$ cat src/rtl/flash_loader_ctrl_pkg.sv
// Shared types for the UART flash loader: FSM state encoding and length-prefix size.
package flash_loader_ctrl_pkg;

  localparam int FLASH_LEN_BYTES = 4;

  typedef enum logic [2:0] {
    IDLE,
    CLEAR,
    LEN,
    DATA,
    CHECK,
    DONE,
    ERROR
  } flash_state_type;

endpackage

$ cat src/rtl/flash_loader_ctrl_if.sv
// Loader bus: UART byte input, flash request, program-memory write port and status.
interface flash_loader_ctrl_if
  import flash_loader_ctrl_pkg::*;
#(
  parameter int ADDR_W = 32
);

  logic              flash_req;
  logic [7:0]        uart_data;
  logic              uart_received;
  logic              flash;
  logic              clear_mem;
  logic              write_enable;
  logic [ADDR_W-1:0] write_address;
  logic [7:0]        write_data;
  logic              load_done;
  logic              load_error;

  modport master (
    input  flash_req, uart_data, uart_received,
    output flash, clear_mem, write_enable, write_address, write_data, load_done, load_error
  );

  modport slave (
    output flash_req, uart_data, uart_received,
    input  flash, clear_mem, write_enable, write_address, write_data, load_done, load_error
  );

endinterface

$ cat src/rtl/flash_loader_ctrl.sv
// UART length-prefixed program download into memory; write strobe 1 cycle after each byte, no backpressure.
// Optional FLASH_CHECKSUM_EN: a trailing XOR-of-payload byte must match before load_done.
module flash_loader_ctrl
  import flash_loader_ctrl_pkg::*;
#(
  parameter int MEM_BYTES      = 4096,
  parameter int ADDR_W         = 32,
  parameter int CLEAR_CYCLES   = 4,
  parameter int TIMEOUT_CYCLES = 1000000
) (
  input logic                 clk,
  input logic                 rst,
  flash_loader_ctrl_if.master bus
);

  flash_state_type   state_q, state_d;
  logic              req_q;
  logic [7:0]        clr_cnt_q, clr_cnt_d;
  logic [31:0]       len_q, len_d;
  logic [31:0]       byte_cnt_q, byte_cnt_d;
  logic [31:0]       idle_q, idle_d;
`ifdef FLASH_CHECKSUM_EN
  logic [7:0]        csum_q, csum_d;
`endif

  logic              flash_q, clear_mem_q, write_enable_q, load_done_q, load_error_q;
  logic [ADDR_W-1:0] write_address_q;
  logic [7:0]        write_data_q;

  logic              req_rise, start, loading, rx, timed_out, wr_fire;
  logic [31:0]       new_len;

  assign req_rise  = bus.flash_req & ~req_q;
  assign start     = (state_q == IDLE) & req_rise;
  assign loading   = state_q inside {CLEAR, LEN, DATA, CHECK};
  assign rx        = bus.uart_received;
  assign timed_out = idle_q >= 32'(TIMEOUT_CYCLES - 1);
  assign new_len   = {bus.uart_data, len_q[31:8]};

  always_comb begin
    state_d    = state_q;
    clr_cnt_d  = clr_cnt_q;
    len_d      = len_q;
    byte_cnt_d = byte_cnt_q;
    idle_d     = 32'd0;
    wr_fire    = 1'b0;
`ifdef FLASH_CHECKSUM_EN
    csum_d     = csum_q;
`endif
    case (state_q)
      IDLE: begin
        if (start) begin
          state_d    = CLEAR;
          clr_cnt_d  = 8'd0;
          len_d      = 32'd0;
          byte_cnt_d = 32'd0;
`ifdef FLASH_CHECKSUM_EN
          csum_d     = 8'd0;
`endif
        end
      end
      CLEAR: begin
        clr_cnt_d = clr_cnt_q + 8'd1;
        if (clr_cnt_q == 8'(CLEAR_CYCLES - 1)) state_d = LEN;
      end
      LEN: begin
        idle_d = idle_q + 32'd1;
        if (rx) begin
          idle_d     = 32'd0;
          len_d      = new_len;
          byte_cnt_d = byte_cnt_q + 32'd1;
          if (byte_cnt_q == 32'(FLASH_LEN_BYTES - 1)) begin
            byte_cnt_d = 32'd0;
            if (new_len == 32'd0)                 state_d = DONE;
            else if (new_len > 32'(MEM_BYTES))    state_d = ERROR;
            else                                  state_d = DATA;
          end
        end else if (timed_out) begin
          state_d = ERROR;
        end
      end
      DATA: begin
        idle_d = idle_q + 32'd1;
        if (rx) begin
          idle_d     = 32'd0;
          wr_fire    = 1'b1;
          byte_cnt_d = byte_cnt_q + 32'd1;
`ifdef FLASH_CHECKSUM_EN
          csum_d     = csum_q ^ bus.uart_data;
          if (byte_cnt_q == len_q - 32'd1) state_d = CHECK;
`else
          if (byte_cnt_q == len_q - 32'd1) state_d = DONE;
`endif
        end else if (timed_out) begin
          state_d = ERROR;
        end
      end
`ifdef FLASH_CHECKSUM_EN
      CHECK: begin
        idle_d = idle_q + 32'd1;
        if (rx)             state_d = (bus.uart_data == csum_q) ? DONE : ERROR;
        else if (timed_out) state_d = ERROR;
      end
`endif
      DONE:    state_d = IDLE;
      ERROR:   state_d = IDLE;
      default: state_d = IDLE;
    endcase
    // Dropping the request aborts; a byte in the same cycle is not written.
    if (loading && !bus.flash_req) begin
      state_d = ERROR;
      wr_fire = 1'b0;
    end
  end

  // req_q resets high so a request already held through reset is not seen as a new edge.
  always_ff @(posedge clk or posedge rst) begin
    if (rst) begin
      state_q <= IDLE;
      req_q   <= 1'b1;
    end else begin
      state_q <= state_d;
      req_q   <= bus.flash_req;
    end
  end

  always_ff @(posedge clk or posedge rst) begin
    if (rst) begin
      clr_cnt_q  <= 8'd0;
      len_q      <= 32'd0;
      byte_cnt_q <= 32'd0;
      idle_q     <= 32'd0;
`ifdef FLASH_CHECKSUM_EN
      csum_q     <= 8'd0;
`endif
    end else begin
      clr_cnt_q  <= clr_cnt_d;
      len_q      <= len_d;
      byte_cnt_q <= byte_cnt_d;
      idle_q     <= idle_d;
`ifdef FLASH_CHECKSUM_EN
      csum_q     <= csum_d;
`endif
    end
  end

  always_ff @(posedge clk or posedge rst) begin
    if (rst) begin
      flash_q         <= 1'b0;
      clear_mem_q     <= 1'b0;
      write_enable_q  <= 1'b0;
      write_address_q <= '0;
      write_data_q    <= 8'd0;
      load_done_q     <= 1'b0;
      load_error_q    <= 1'b0;
    end else begin
      flash_q        <= state_d inside {CLEAR, LEN, DATA, CHECK};
      clear_mem_q    <= state_d == CLEAR;
      write_enable_q <= wr_fire;
      load_done_q    <= state_d == DONE;
      if (wr_fire) begin
        write_address_q <= ADDR_W'(byte_cnt_q);
        write_data_q    <= bus.uart_data;
      end
      if (start)                 load_error_q <= 1'b0;
      else if (state_d == ERROR) load_error_q <= 1'b1;
    end
  end

  assign bus.flash         = flash_q;
  assign bus.clear_mem     = clear_mem_q;
  assign bus.write_enable  = write_enable_q;
  assign bus.write_address = write_address_q;
  assign bus.write_data    = write_data_q;
  assign bus.load_done     = load_done_q;
  assign bus.load_error    = load_error_q;

endmodule

$ cat src/flat_wrapper.sv
// flat-port wrapper written by rule: the top's interface ports become plain ports
module flash_loader_ctrl_flat import flash_loader_ctrl_pkg::*;
#(
  parameter int MEM_BYTES      = 4096,
  parameter int ADDR_W         = 32,
  parameter int CLEAR_CYCLES   = 4,
  parameter int TIMEOUT_CYCLES = 1000000
)
  (clk, rst, bus_flash_req, bus_uart_data, bus_uart_received, bus_flash, bus_clear_mem, bus_write_enable, bus_write_address, bus_write_data, bus_load_done, bus_load_error);
  flash_loader_ctrl_if #(.ADDR_W(ADDR_W)) bus_i ();
  input logic clk;
  input logic rst;
  input wire logic [$bits(bus_i.flash_req)-1:0] bus_flash_req;
  input wire logic [$bits(bus_i.uart_data)-1:0] bus_uart_data;
  input wire logic [$bits(bus_i.uart_received)-1:0] bus_uart_received;
  output wire logic [$bits(bus_i.flash)-1:0] bus_flash;
  output wire logic [$bits(bus_i.clear_mem)-1:0] bus_clear_mem;
  output wire logic [$bits(bus_i.write_enable)-1:0] bus_write_enable;
  output wire logic [$bits(bus_i.write_address)-1:0] bus_write_address;
  output wire logic [$bits(bus_i.write_data)-1:0] bus_write_data;
  output wire logic [$bits(bus_i.load_done)-1:0] bus_load_done;
  output wire logic [$bits(bus_i.load_error)-1:0] bus_load_error;
  assign bus_i.flash_req = bus_flash_req;
  assign bus_i.uart_data = bus_uart_data;
  assign bus_i.uart_received = bus_uart_received;
  assign bus_flash = bus_i.flash;
  assign bus_clear_mem = bus_i.clear_mem;
  assign bus_write_enable = bus_i.write_enable;
  assign bus_write_address = bus_i.write_address;
  assign bus_write_data = bus_i.write_data;
  assign bus_load_done = bus_i.load_done;
  assign bus_load_error = bus_i.load_error;
  flash_loader_ctrl #(.MEM_BYTES(MEM_BYTES), .ADDR_W(ADDR_W), .CLEAR_CYCLES(CLEAR_CYCLES), .TIMEOUT_CYCLES(TIMEOUT_CYCLES)) u_core (.clk(clk), .rst(rst), .bus(bus_i));
endmodule
$ cat config.mk
export PLATFORM = sky130hd
export DESIGN_NAME = flash_loader_ctrl_flat
export DESIGN_NICKNAME = d
export VERILOG_FILES = /design/src/rtl/flash_loader_ctrl_pkg.sv /design/src/rtl/flash_loader_ctrl_if.sv /design/src/rtl/flash_loader_ctrl.sv /design/src/flat_wrapper.sv
export SDC_FILE = /design/constraint.sdc
export NUM_CORES = 1
export LEC_CHECK = 0
export BUFFER_PORTS_ARGS = -buffer_cell sky130_fd_sc_hd__buf_2
export CORE_MARGIN = 2
export CORE_UTILIZATION = 55
export CTS_CLUSTER_SIZE = 24
export DETAILED_ROUTE_END_ITERATION = 8
export PLACE_DENSITY = 0.78
export SYNTH_ARGS = -nofsm -noshare
export SYNTH_HDL_FRONTEND = slang
export SYNTH_SLANG_ARGS = --single-unit
$ cat constraint.sdc
create_clock -name clk -period 5.9 [get_ports clk]
set_input_delay 1.18 -clock clk [delete_from_list [all_inputs] [get_ports clk]]
set_output_delay 1.18 -clock clk [all_outputs]
set_load 0.01 [all_outputs]
==> results.json, run 1 <==
{
  "status": "completed",
  "synthSimpleGateAreaFrac_pct": 21.3,
  "p_per_area_nw_per_um2": 491,
  "viasPerCell": 6.09,
  "p_leak_uw": 0.00407,
  "drive_gt1_share_pct": 18.0,
  "synthArstFlopShare_pct": 100,
  "die_h_um": 123,
  "wl_met2_mm": 9.11,
  "cts_tree": "built",
  "wl_per_cell_um": 18.1,
  "die-width_um": 123,
  "finalSetupViolations": 0,
  "postCtsResizedCells": 0,
  "synth_compound_area_share_pct": 9.88,
  "grt_pass1_vias": 6212,
  "worstPathRequired_ns": 6.22,
  "ios": 57,
  "slew_headroom_pct": 24.8,
  "cts_buffers": 17,
  "grt_max_degree": 96,
  "final_max_slew_viol_count": 0,
  "post-route-period-util_pct": 61.5,
  "synth_commonest_cells": "dfrtp_1 (152), nor2_1 (79), nand2_1 (54), xor2_1 (47), xnor2_1 (44)",
  "coreArea_um2": 13900,
  "ys_ff_latch": 153,
  "worst_hold_slack_ns": 0.472,
  "io_buffers": 56,
  "avgSynthCellArea_um2": 10.2,
  "syn_inst": 772,
  "post_cts_buffers": 0,
  "antennaDiodeCount": 0,
  "finalWeightedCongestion": 0.938,
  "maxUsedRoutingLayer": "met4",
  "min_path_type": "flip-flop to flip-flop",
  "hold_depth": 1,
  "synth_top_family_by_area": "simple AND/OR/NAND/NOR gates",
  "rows": 43,
  "rsz0062_at_grt": "no",
  "synth_area_leaders": "dfrtp_1 (49%), mux2_2 (5.7%), xor2_1 (5.3%)",
  "synth_xor_xnor_area_share_pct": 10.2,
  "worst_pin_slew_ns": 1.13,
  "layout.nets": 825,
  "synth_area_um2": 7840,
  "path_clk_slew_ns": 0.06,
  "muxShareOfSynthArea_pct": 6.27,
  "vias": 6102,
  "dp_slack_ns": 1.99,
  "setup_ws_ns": 2.27,
  "syn2layout_area_growth_pct": 13.4,
  "timing.rr.start": "u_core.len_q[2]$_DFFE_PP0P_",
  "ant_nets": 0,
  "vdd_drop_max_mv": 0.299,
  "dp_hpwl_mm": 12.4,
  "yosys_most_used_dff": "dfrtp_1",
  "tns_ns": 0,
  "synth_seq_area_share_pct": 48.9,
  "reg2reg_depth": 9,
  "dpl_cell_area_um2": 8210,
  "syn_nets": 788,
  "final_util_pct": 64.0,
  "clkSinkCount": 153,
  "fp.dieArea_um2": 15200,
  "clk_latency_ns": 0.43,
  "clock_path_buffers": 2,
  "synth_edf_count": 0,
  "synth_warnings": 0,
  "crit_type": "flip-flop to flip-flop",
  "fin_crit_ns": 3.63,
  "finish.instance_area_um2": 8880,
  "final_hold_viol_count": 0,
  "postCtsHoldBufs": 0,
  "arrival_ns": 3.94,
  "critPathLaunch": "u_core.len_q[2]$_DFFE_PP0P_",
  "finClkSkew_ns": 0.0103,
  "fill_cells": 1099,
  "clock-root-buffer": "clkbuf_16",
  "drc": 0,
  "initial_core_util_pct": 56.5,
  "synth_top_area_share_pct": 48.5,
  "critPathMaxFanout": 9,
  "wl_met3_um": 761,
  "synth.most_common_cell": "dfrtp_1",
  "drtIter0Drc": 445,
  "drt_first_pass_iters": 5,
  "yosysUniqueCellTypes": 60,
  "grt_pass1_wl_mm": 30.4,
  "critPathLaunchType": "flip-flop",
  "htreeDepth": 4,
  "hp-start": "u_core.idle_q[0]$_DFF_PP0_",
  "grt-ovfl-total": 0,
  "max_freq_mhz": 276,
  "endpoint_kind": "flip-flop",
  "routed_wl_mm": 18.2,
  "yosysTopAreaCell": "dfrtp_1",
  "antenna_found_initial": 0,
  "grt_use_total_pct": 25.7,
  "wl_met1_mm": 7.94,
  "drv_cap": 0,
  "synth-adder-area-share_pct": 0.639
}
-- stage by stage --
step	total power (uW)	instances
5_1_grt	4600	1002
6_report	4360	1002
3_3_place_gp	3060	970
2_1_floorplan	2730	772
4_1_cts	4350	1002
3_5_place_dp	3120	970
-- routing by layer --
| layer | up-vias | global-route usage (%) |
|---|---|---|
| met5 | - | 0 |
| met2 | 167 | 42.5 |
| met4 | 0 | 9.73 |
| li1 | 2839 | - |
| met3 | 40 | 5.63 |
| met1 | 3056 | 33.1 |
-- power by group --
group	leakage [uW]	switching, uW	total (uW)	internal [uW]
Sequential	0.00209	300	1510	1210
Clock	0.000329	423	1220	795
Combinational	0.00165	932	1630	694
-- worst max-delay path: stages, from the launching register on --
cell	delay, ns
dfrtp_1	0.48
nor4_1	0.56
nand4b_1	0.45
nor4_1	0.53
xnor2_1	0.18
nand4_1	0.12
or4_4	0.56
nor4_4	0.25
a21oi_2	0.14
nor3b_1	0.27
-- placed cells by master, fill, tap and decap left out, types with 27 or more instances in the layout --
| master | instances |
|---|---|
| xnor2_1 | 44 |
| buf_2 | 56 |
| o21ai_0 | 28 |
| nor2_1 | 76 |
| nand3_1 | 27 |
| xor2_1 | 47 |
| nand4_1 | 27 |
| dfrtp_1 | 152 |
| a22o_1 | 32 |
| nand2_1 | 54 |
| mux2_2 | 40 |
-- registers in the layout, indices dropped and copies added, names as in the netlist, 3 cells and up --
signal                    cells
u_core.byte_cnt_q            32
u_core.clr_cnt_q              8
u_core.bus.write_address     32
u_core.state_q                3
u_core.len_q                 32
u_core.bus.write_data         8
u_core.idle_q                32
-- cell families (layout without fill, tap and decap cells) --
group | Yosys count | count (layout)
AND/OR/NAND/NOR | 311 | 311
multiplexers | 44 | 44
XOR/XNOR | 91 | 91
flip-flops | 153 | 153
buffers and inverters | 56 | 106
adder cells (fa/ha/maj) | 4 | 4
AO/OA/AOI/OAI | 113 | 113
-- worst paths after layout --
| kind | to | slack (ns) |
|---|---|---|
| worst max-delay path | u_core.bus.clear_mem$_DFF_PP0_ | 2.27 |
| worst min-delay path | u_core.idle_q[0]$_DFF_PP0_ | 0.47 |
| worst max register to register | u_core.bus.clear_mem$_DFF_PP0_ | 2.27 |
| worst min register to register | u_core.idle_q[0]$_DFF_PP0_ | 0.47 |
| max in group asynchronous | u_core.byte_cnt_q[16]$_DFFE_PP0P_ | 3.74 |
| min in group asynchronous | u_core.len_q[22]$_DFFE_PP0P_ | 0.92 |
-- layout make-up --
| type | instances | area, um2 | share of cell area [%] |
|---|---|---|---|
| Inverter | 14 | 57.6 | 0.648 |
| Timing Repair Buffer | 60 | 310 | 3.49 |
| Sequential cell | 153 | 3830 | 43.1 |
| Clock buffer | 21 | 480 | 5.41 |
| Clock inverter | 11 | 190 | 2.14 |
| Multi-Input combinational cell | 563 | 3790 | 42.7 |
| Tap cell | 180 | 225 | 2.53 |
Note: power is estimated with default switching activity, not from simulation.
==> run 2: changes to the inputs <==
==> constraint.sdc (replaced) <==
create_clock -name clk -period 3.4 [get_ports clk]
set_input_delay 0.68 -clock clk [delete_from_list [all_inputs] [get_ports clk]]
set_output_delay 0.68 -clock clk [all_outputs]
set_load 0.01 [all_outputs]
==> run 2 against run 1 <==
  * First-iteration DRC count grew 33%
  * Clock power grew 46%
  * Sequential share of layout area shrank 0.57 points
  * Core utilization grew 0.87 points
  * Cell count grew 2.3%
  * Combinational power grew 98%
  * Routed wire length grew 3.2%
  * Worst hold slack lost 0.087 ns
  * Clock-buffer cell count shrank 1
  * Die area is the same
  * Clock skew shrank 0.0019 ns
  * Sequential cell count is the same
  * Critical endpoint is now u_core.bus.flash$_DFF_PP0_
  * Largest cell class unchanged
==> results.json, run 2 (synthesized netlist as in run 1, its figures left out) <==
{
  "p_int_uw": 4620,
  "drtIter0Drc": 591,
  "crit_chain": "inv_1, ha_2, xor2_1, nand3_1, or4_1, or4_1, or4_4, nor4_4, a21oi_2, o211a_1",
  "max_freq_mhz": 306,
  "routed_wl_mm": 18.8,
  "drc": 0,
  "io_buffers": 56,
  "worstPathRequired_ns": 3.70,
  "min_path_type": "input port to asynchronous set/reset pin",
  "max_stage_delay_ns": 0.53,
  "swShare_pct": 39.3,
  "tns_ns": 0,
  "rows": 43,
  "grt-ovfl-total": 0,
  "wl_per_cell_um": 18.3,
  "p_seq_share_pct": 34.2,
  "grt_use_total_pct": 26.2,
  "postCtsHoldBufs": 0,
  "ant_nets": 0,
  "drt_first_pass_iters": 5,
  "dpl_cell_area_um2": 8380,
  "finalWeightedCongestion": 0.982,
  "final_cell_mix": "dfrtp_1 (151), nor2_1 (76), buf_2 (56)",
  "finClkSkew_ns": 0.00835,
  "worst_pin_slew_ns": 0.996,
  "syn2layout_area_growth_pct": 14.9,
  "clkSinkCount": 153,
  "drive_gt1_share_pct": 20.6,
  "vias": 6323,
  "initial_core_util_pct": 56.5,
  "post-route-period-util_pct": 96.1,
  "grt_pass1_wl_mm": 31.3,
  "critPathMaxFanout": 4,
  "final_max_slew_viol_count": 0,
  "endpoint_kind": "flip-flop",
  "fin_crit_ns": 3.27,
  "layout_commonest_cell": "dfrtp_1",
  "cts_tree": "built",
  "vdd_drop_max_mv": 0.456,
  "die_h_um": 123,
  "arrival_ns": 3.57,
  "setup_ws_ns": 0.134,
  "crit_type": "flip-flop to flip-flop",
  "dp_slack_ns": 0.185,
  "path_clk_slew_ns": 0.06,
  "final_hold_viol_count": 0,
  "slew_headroom_pct": 33.5,
  "critPathLaunchType": "flip-flop",
  "clock-root-buffer": "clkbuf_16",
  "viasPerCell": 6.17,
  "switchingPower_uw": 2990,
  "layout.nets": 848,
  "dp_hpwl_mm": 13.1,
  "coreArea_um2": 13900,
  "crit_slowest_cell": "or4_1",
  "grt_pass1_vias": 6253,
  "antenna_found_initial": 1,
  "p_per_area_nw_per_um2": 845,
  "p_leak_uw": 0.00414,
  "clk_latency_ns": 0.42,
  "drv_cap": 0,
  "die-width_um": 123,
  "timing.critical_path.mode_cell": "or4_1",
  "power_frac_comb_pct": 42.4,
  "ios": 57,
  "grt_max_degree": 63,
  "status": "completed",
  "clock_path_buffers": 2,
  "p_clk_share_pct": 23.4,
  "finalSetupViolations": 0,
  "cts_buffers": 17,
  "fp.dieArea_um2": 15200,
  "finish.instance_area_um2": 9010,
  "htreeDepth": 4
}
run 2: path summary, 6_finish.rpt:
| path | slack, ns | endpoint | start | cells past startpoint |
|---|---|---|---|---|
| setup reg to reg | 0.13 | u_core.bus.flash$_DFF_PP0_ | u_core.len_q[1]$_DFFE_PP0P_ | 10 |
| min in group clk | 0.40 | u_core.req_q$_DFF_PP1_ | bus_flash_req | 1 |
| setup / recovery | 0.13 | u_core.bus.flash$_DFF_PP0_ | u_core.len_q[1]$_DFFE_PP0P_ | 10 |
| max in group asynchronous | 2.24 | u_core.req_q$_DFF_PP1_ | rst | 3 |
| hold / removal | 0.39 | u_core.bus.write_data[0]$_DFFE_PP0P_ | rst | 2 |
| hold reg to reg | 0.47 | u_core.idle_q[0]$_DFF_PP0_ | u_core.idle_q[0]$_DFF_PP0_ | 1 |
run 2: worst max-delay path: cells and delay by family, from the launching register on:
| kind | cells | cell delay (ns) |
|---|---|---|
| xor+xnor | 1 | 0.13 |
| buf+inv | 1 | 0.07 |
| simple gates | 5 | 1.86 |
| fa+ha+maj | 1 | 0.32 |
| flops | 1 | 0.39 |
| compound gates | 2 | 0.36 |
run 2: through the flow:
step | utilization (%) | power, uW | hold slack, ns | cells
final | 64.9 | 7610 | 0.385 | 1025
after global routing | 64.9 | 8030 | 0.386 | 1025
after CTS | 64.4 | 7380 | 0.382 | 1018
after detailed placement | 60.4 | 5580 | 0.458 | 987
after global placement | 60.4 | 5520 | 0.444 | 987
after floorplan | - | 4740 | 0.433 | 772
run 2: repair_timing:
item                                    in CTS  in global routing
endpoints found under the setup margin       0                  5
gates resized for setup                      0                  6
setup buffers                                0                  6
run 2: metal layers:
layer | GRT usage [%] | wire (um) | share of wire [%] | vias up
met2 | 43.6 | 9330 | 50 | 206
li1 | - | - | - | 2903
met5 | 0 | 0 | 0 | -
met3 | 6.09 | 917 | 4.9 | 41
met4 | 8.31 | 380 | 2.0 | 0
met1 | 34.1 | 8140 | 43 | 3173
run 2: power groups by stage:
stage	Clock [uW]	Sequential, uW	Combinational (uW)
floorplan	0	2400	2340
global placement	0	2590	2930
detailed placement	0	2610	2980
CTS	1800	2580	3000
global route	1890	2640	3510
finish	1780	2600	3230
run 2: layout make-up:
type | instances | area (um2)
multi-input cells | 563 | 3810
flip-flops and latches | 153 | 3830
clock inverters | 11 | 100
clock buffers | 20 | 457
repair buffers | 83 | 520
inverters | 14 | 56.3
diodes | 1 | 2.50
well taps | 180 | 225
fillers | 1109 | 4870
